File: src/rtl/groestl_msg_pad.sv
// Groestl-256 message padder and core sequencer.
// Streams 16-bit message words into the compression core, appends the 0x80 byte,
// zero fill and the 64-bit big-endian block count, then drives the output transform.
module groestl_msg_pad #(
    parameter int CNT_W = 32
) (
    input  logic             clk,
    input  logic             rst,
    input  logic             msg_start,
    input  logic             in_valid,
    output logic             in_ready,
    input  logic [15:0]      in_data,
    input  logic             in_last,
    input  logic [1:0]       in_bytes,
    output logic             core_init,
    output logic             core_ld_msg,
    output logic [15:0]      core_idata,
    output logic             core_start,
    output logic             core_fetch,
    output logic             core_load,
    input  logic             core_busy,
    output logic             hash_valid,
    output logic [CNT_W-1:0] blk_count
);

    typedef enum logic [3:0] {
        S_IDLE, S_INIT, S_INITW, S_LOAD, S_PAD80, S_ZERO,
        S_LEN, S_START, S_WAIT, S_FETCH, S_RELEASE, S_DONE
    } state_t;

    state_t             state_q, state_d;
    logic [5:0]         wi_q, wi_d;
    logic [CNT_W-1:0]   blk_q, blk_d;
    logic               padded_q, padded_d;
    logic               pend80_q, pend80_d;
    logic               final_q, final_d;
    logic               stay_q, stay_d;

    logic               full;
    logic [CNT_W-1:0]   blk_inc;
    logic [63:0]        len_field;
    logic [15:0]        len_word;

    assign full      = (wi_q == 6'd32);
    assign blk_inc   = (blk_q == '1) ? blk_q : blk_q + 1'b1;
    assign len_field = 64'(blk_inc);
    assign blk_count = blk_q;

    // Select the length word for the current slot (words 28..31, MSW first).
    always_comb begin
        len_word = '0;
        case (wi_q[1:0])
            2'd0:    len_word = len_field[63:48];
            2'd1:    len_word = len_field[47:32];
            2'd2:    len_word = len_field[31:16];
            default: len_word = len_field[15:0];
        endcase
    end

    // Next-state and output decode.
    // A pending 0x8000 word is remembered in pend80 so that a message ending exactly
    // on a block boundary gets its pad word at the head of the next block.
    always_comb begin
        state_d     = state_q;
        wi_d        = wi_q;
        blk_d       = blk_q;
        padded_d    = padded_q;
        pend80_d    = pend80_q;
        final_d     = final_q;
        in_ready    = 1'b0;
        core_init   = 1'b0;
        core_ld_msg = 1'b0;
        core_idata  = '0;
        core_start  = 1'b0;
        core_fetch  = 1'b0;
        core_load   = 1'b0;
        hash_valid  = 1'b0;

        case (state_q)
            S_IDLE, S_DONE: begin
                hash_valid = (state_q == S_DONE);
                if (msg_start) begin
                    state_d  = S_INIT;
                    blk_d    = '0;
                    wi_d     = '0;
                    padded_d = 1'b0;
                    pend80_d = 1'b0;
                    final_d  = 1'b0;
                end
            end
            S_INIT: begin
                core_init = 1'b1;
                state_d   = S_INITW;
            end
            S_INITW: state_d = S_LOAD;
            S_LOAD: begin
                if (full) begin
                    state_d = S_START;
                end else begin
                    in_ready = 1'b1;
                    if (in_valid) begin
                        if (!in_last) begin
                            core_ld_msg = 1'b1;
                            core_idata  = in_data;
                        end else begin
                            case (in_bytes)
                                2'd0: begin
                                    pend80_d = 1'b1;
                                    state_d  = S_PAD80;
                                end
                                2'd1: begin
                                    core_ld_msg = 1'b1;
                                    core_idata  = {in_data[15:8], 8'h80};
                                    padded_d    = 1'b1;
                                    state_d     = S_ZERO;
                                end
                                default: begin
                                    core_ld_msg = 1'b1;
                                    core_idata  = in_data;
                                    pend80_d    = 1'b1;
                                    state_d     = S_PAD80;
                                end
                            endcase
                        end
                    end
                end
            end
            S_PAD80: begin
                if (full) begin
                    state_d = S_START;
                end else begin
                    core_ld_msg = 1'b1;
                    core_idata  = 16'h8000;
                    padded_d    = 1'b1;
                    pend80_d    = 1'b0;
                    state_d     = S_ZERO;
                end
            end
            S_ZERO: begin
                if (full) begin
                    state_d = S_START;
                end else if (wi_q == 6'd28) begin
                    state_d = S_LEN;
                end else begin
                    core_ld_msg = 1'b1;
                end
            end
            S_LEN: begin
                if (full) begin
                    state_d = S_START;
                end else begin
                    core_ld_msg = 1'b1;
                    core_idata  = len_word;
                    if (wi_q == 6'd31) final_d = 1'b1;
                end
            end
            S_START: begin
                core_start = 1'b1;
                blk_d      = blk_inc;
                wi_d       = '0;
                state_d    = S_WAIT;
            end
            S_WAIT: begin
                if (stay_q && !core_busy) begin
                    if (final_q)       state_d = S_FETCH;
                    else if (padded_q) state_d = S_ZERO;
                    else if (pend80_q) state_d = S_PAD80;
                    else               state_d = S_LOAD;
                end
            end
            S_FETCH: begin
                core_fetch = 1'b1;
                if (stay_q && !core_busy) state_d = S_RELEASE;
            end
            S_RELEASE: begin
                core_load = 1'b1;
                state_d   = S_DONE;
            end
            default: state_d = S_IDLE;
        endcase

        if (core_ld_msg) wi_d = wi_q + 6'd1;
    end

    // stay_q is high from the second cycle spent in a state onward.
    always_comb stay_d = (state_d == state_q);

    // State and datapath registers.
    always_ff @(posedge clk) begin
        if (rst) begin
            state_q  <= S_IDLE;
            wi_q     <= '0;
            blk_q    <= '0;
            padded_q <= 1'b0;
            pend80_q <= 1'b0;
            final_q  <= 1'b0;
            stay_q   <= 1'b0;
        end else begin
            state_q  <= state_d;
            wi_q     <= wi_d;
            blk_q    <= blk_d;
            padded_q <= padded_d;
            pend80_q <= pend80_d;
            final_q  <= final_d;
            stay_q   <= stay_d;
        end
    end

endmodule

File: config.mk
export PLATFORM = sky130hd
export DESIGN_NAME = groestl_msg_pad
export DESIGN_NICKNAME = d
export VERILOG_FILES = /design/src/rtl/groestl_msg_pad.sv
export SDC_FILE = /design/constraint.sdc
export NUM_CORES = 1
export LEC_CHECK = 0
export BUFFER_PORTS_ARGS = -buffer_cell sky130_fd_sc_hd__buf_2
export CAP_MARGIN = 15
export CORE_ASPECT_RATIO = 0.5
export CORE_UTILIZATION = 56
export DETAILED_ROUTE_END_ITERATION = 8
export GPL_TIMING_DRIVEN = 0
export MAX_ROUTING_LAYER = met4
export PLACE_DENSITY = 0.82
export SYNTH_ARGS = -nofsm -noshare
export SYNTH_HDL_FRONTEND = slang
export SYNTH_SLANG_ARGS = --single-unit
File: constraint.sdc
create_clock -name clk -period 2.57 [get_ports clk]
set_input_delay 0.1285 -clock clk [delete_from_list [all_inputs] [get_ports clk]]
set_output_delay 0.1285 -clock clk [all_outputs]
set_load 0.03 [all_outputs]
==> results.md <==
- P&R area growth vs syn: 31.1%
- Worst path bufs/invs: 4
- I/O Pins: around 80
- Row count: 20
- CTS tree: yes
- H-tree levels: 2
- Syn nets: just over 500
- Pwr Density: between 300 and 400 nW/um2
- Hold Crit Class: primary input to flip-flop
- Worst path cell trace: buf_6, and4_1, buf_6, nand4_1, buf_4, nor3_4, nand4_1, xnor2_1, o221ai_1, buf_4
- Gpl congestion: between 0.9 and 1
- Cell variety after synth: 71
- Crit end category: output pin
- Root Buffer: clkbuf_16
- DRC: 0
- Max FO, Critical Path: 8
- Avg Inst Size Synth: between 7 and 8 um2
- P_leak: about 1.9 nW
- Hold path start: msg_start
- Top cell type's share of synthesized area: between 20 and 25%
- Initial core utilization: ~60%
- Placed cell areas: ~4200 um2
- Vias/cell: about 6.8
- Port Buffer Count: a little under 80
- Slew @ Worst Pin: 731 ps
- Final worst-path cycle share: 105%
- Slew headroom: 51.3%
- Flops & latches, synth: 46
- WP depth: 10
- Arr. time, crit path: 2570 ps
- Later-pin clock latency in the skew report: about 300 ps
- Gate Count Post-Synth: between 400 and 500
- Worst-path clk slew: roughly 70 ps
- Total CTS buffers: 5
- CP Launch Point: blk_count[2]
- Post-route design area: 4870 um2
- Total Wirelength: about 14000 um
- Critical path class: flip-flop to output pin
- Post-detail-place hpwl: between 8000 and 9000 um
- Endpoints failing hold: 0
- Max-capacitance violation count: 0
- Largest net degree at the start of global routing: 15
- Number of synthesized flops with an enable pin: 0
- Initial antenna violation count: 0
- Most used DFF post-synth: dfxtp_1
- Peak VDD IR: 0.259 mV
- Fin Hold WS: between 100 and 150 ps
- Max Clock Freq: about 370 MHz
- WHS Path Cells: 2
- Top cells by area, synth: dfxtp_1 (25%), nand2_1 (5.4%), a21oi_1 (3.9%)
- Path depth of the worst reg2reg path: 11
- Min Tclk post-route: about 2700 ps
- Mapped Area: between 3000 and 4000 um2
- Vias in the first global route: a little over 4000
- Failing checks: setup timing
- Most frequent cells in the layout: buf_2 (72), nand2_1 (52), nor2_1 (29), a21oi_1 (29), dfxtp_1 (26)
- Crit-path slowest cell: dfxtp_2
- Congestion Overflow GR: 0
- CP Launch Type: flip-flop
- Pins Over Slew Limit: 0
- Die width: 117 um
- WL/cell: around 21 um
- Ys async rst share: 0%
- Final Power: ~1.9 mW
- Worst path max stage delay: about 360 ps
- Commonest non-fill, non-tap cell in the layout: buf_2
- Die Ht: roughly 60 um
- Final setup skew: between 5 and 6 ps
- Unrepaired setup endpoints after global routing: true
- Outcome: finished, violations left
- Register area share after synthesis: 24.8%
- First-pass GRT wire length: slightly above 20000 um
- Final core occ: between 70% and 80%
- Initial drt markers: around 810
- Worst slack at placement: -241 ps
- Biggest area consumer among synthesized cells: dfxtp_1
- CORE AREA: 6230 um2
- CP Data Required Time: 2440 ps
- Clk sinks: 46
- Share of layout cells above drive strength 1: around a third
- PnR worst setup slack: -132 ps
- Via Count: 4625
- Clk buf depth: 2
- ANT nets after route: 0
- Post-CTS Hold Buffers: 0
- DR pass1 iterations: 7
- Total Nets Final: just over 600
- Endpoints failing setup: 6
- Synth warn: 0
- GR Util All Layers: slightly above 40%
- Crit-path leading delay family: simple AND/OR/NAND/NOR gates
- Area of the die: between 6000 and 7000 um2
- Worst reg2reg path startpoint: blk_count[2]
-- synthesized netlist by cell type (9+ instances only) --
master	number
a21oi_1	29
a311oi_1	10
a31oi_1	15
and3_1	9
buf_2	11
clkbuf_1	26
dfxtp_1	46
inv_1	11
nand2_1	53
nand3_1	18
nand4_1	16
nor2_1	32
nor3_1	12
o21ai_0	20
o221ai_1	13
or3_1	11
xnor2_1	14
xor2_1	16
-- what timing repair did --
item | in CTS | in global routing
endpoints found under the setup margin | 28 | 29
gates cloned | 0 | 1
gates resized for setup | 47 | 57
pin swaps | 12 | 15
setup buffers | 10 | 9
-- through the flow --
stage	std cells	setup TNS [ps]
6_report	681	-400
5_1_grt	680	-870
4_1_cts	671	0
3_5_place_dp	657	-3270
3_3_place_gp	657	-3570
2_1_floorplan	491	-134
-- report_power, final --
| group | switching (mW) | leakage [nW] | internal, mW |
|---|---|---|---|
| Clock | 0.324 | 0.0729 | 0.387 |
| Sequential | 0.0254 | 0.382 | 0.734 |
| Combinational | 0.282 | 1.45 | 0.151 |
| Total | 0.631 | 1.91 | 1.27 |
-- path summary, 6_finish.rpt --
kind,endpoint,slack [ps]
min,pend80_q,140
min reg2reg,blk_count[10],500
max,core_idata[9],-130
max reg2reg,blk_count[25],90
-- logic make-up after synthesis --
group,count (synthesis),synth area share (%)
buffers and inverters,54,6.44
AND/OR/NAND/NOR,205,31.0
flip-flops,46,24.8
adder cells (fa/ha/maj),4,1.35
AO/OA/AOI/OAI,148,28.2
multiplexers,4,1.08
XOR/XNOR,30,7.08
-- per-layer routing --
| metal | part of all wire (%) | global-route usage, % | vias up |
|---|---|---|---|
| met3 | 14 | 10.0 | 91 |
| met2 | 43 | 60.9 | 398 |
| met4 | 4.2 | 19.3 | 0 |
| met5 | 0 | - | - |
| met1 | 39 | 51.1 | 2089 |
| li1 | - | - | 2047 |
-- cell type report --
class                      count  area [um2]
tap                           88         110
buffer                        38         251
sequential                    46         948
clock buffer                   6         139
clock inverter                 2        12.5
multi-input combinational    391        2770
antenna                        1        2.50
timing repair buffer          98         594
fill                         438        1370
inverter                      11        41.3
-- registers in the layout, indices dropped and copies added, names as in the netlist --
register	count
pend80_q	1
blk_count	32
state_q	4
final_q	1
wi_q	6
stay_q	1
padded_q	1
Power figures use the tool's default switching activity.
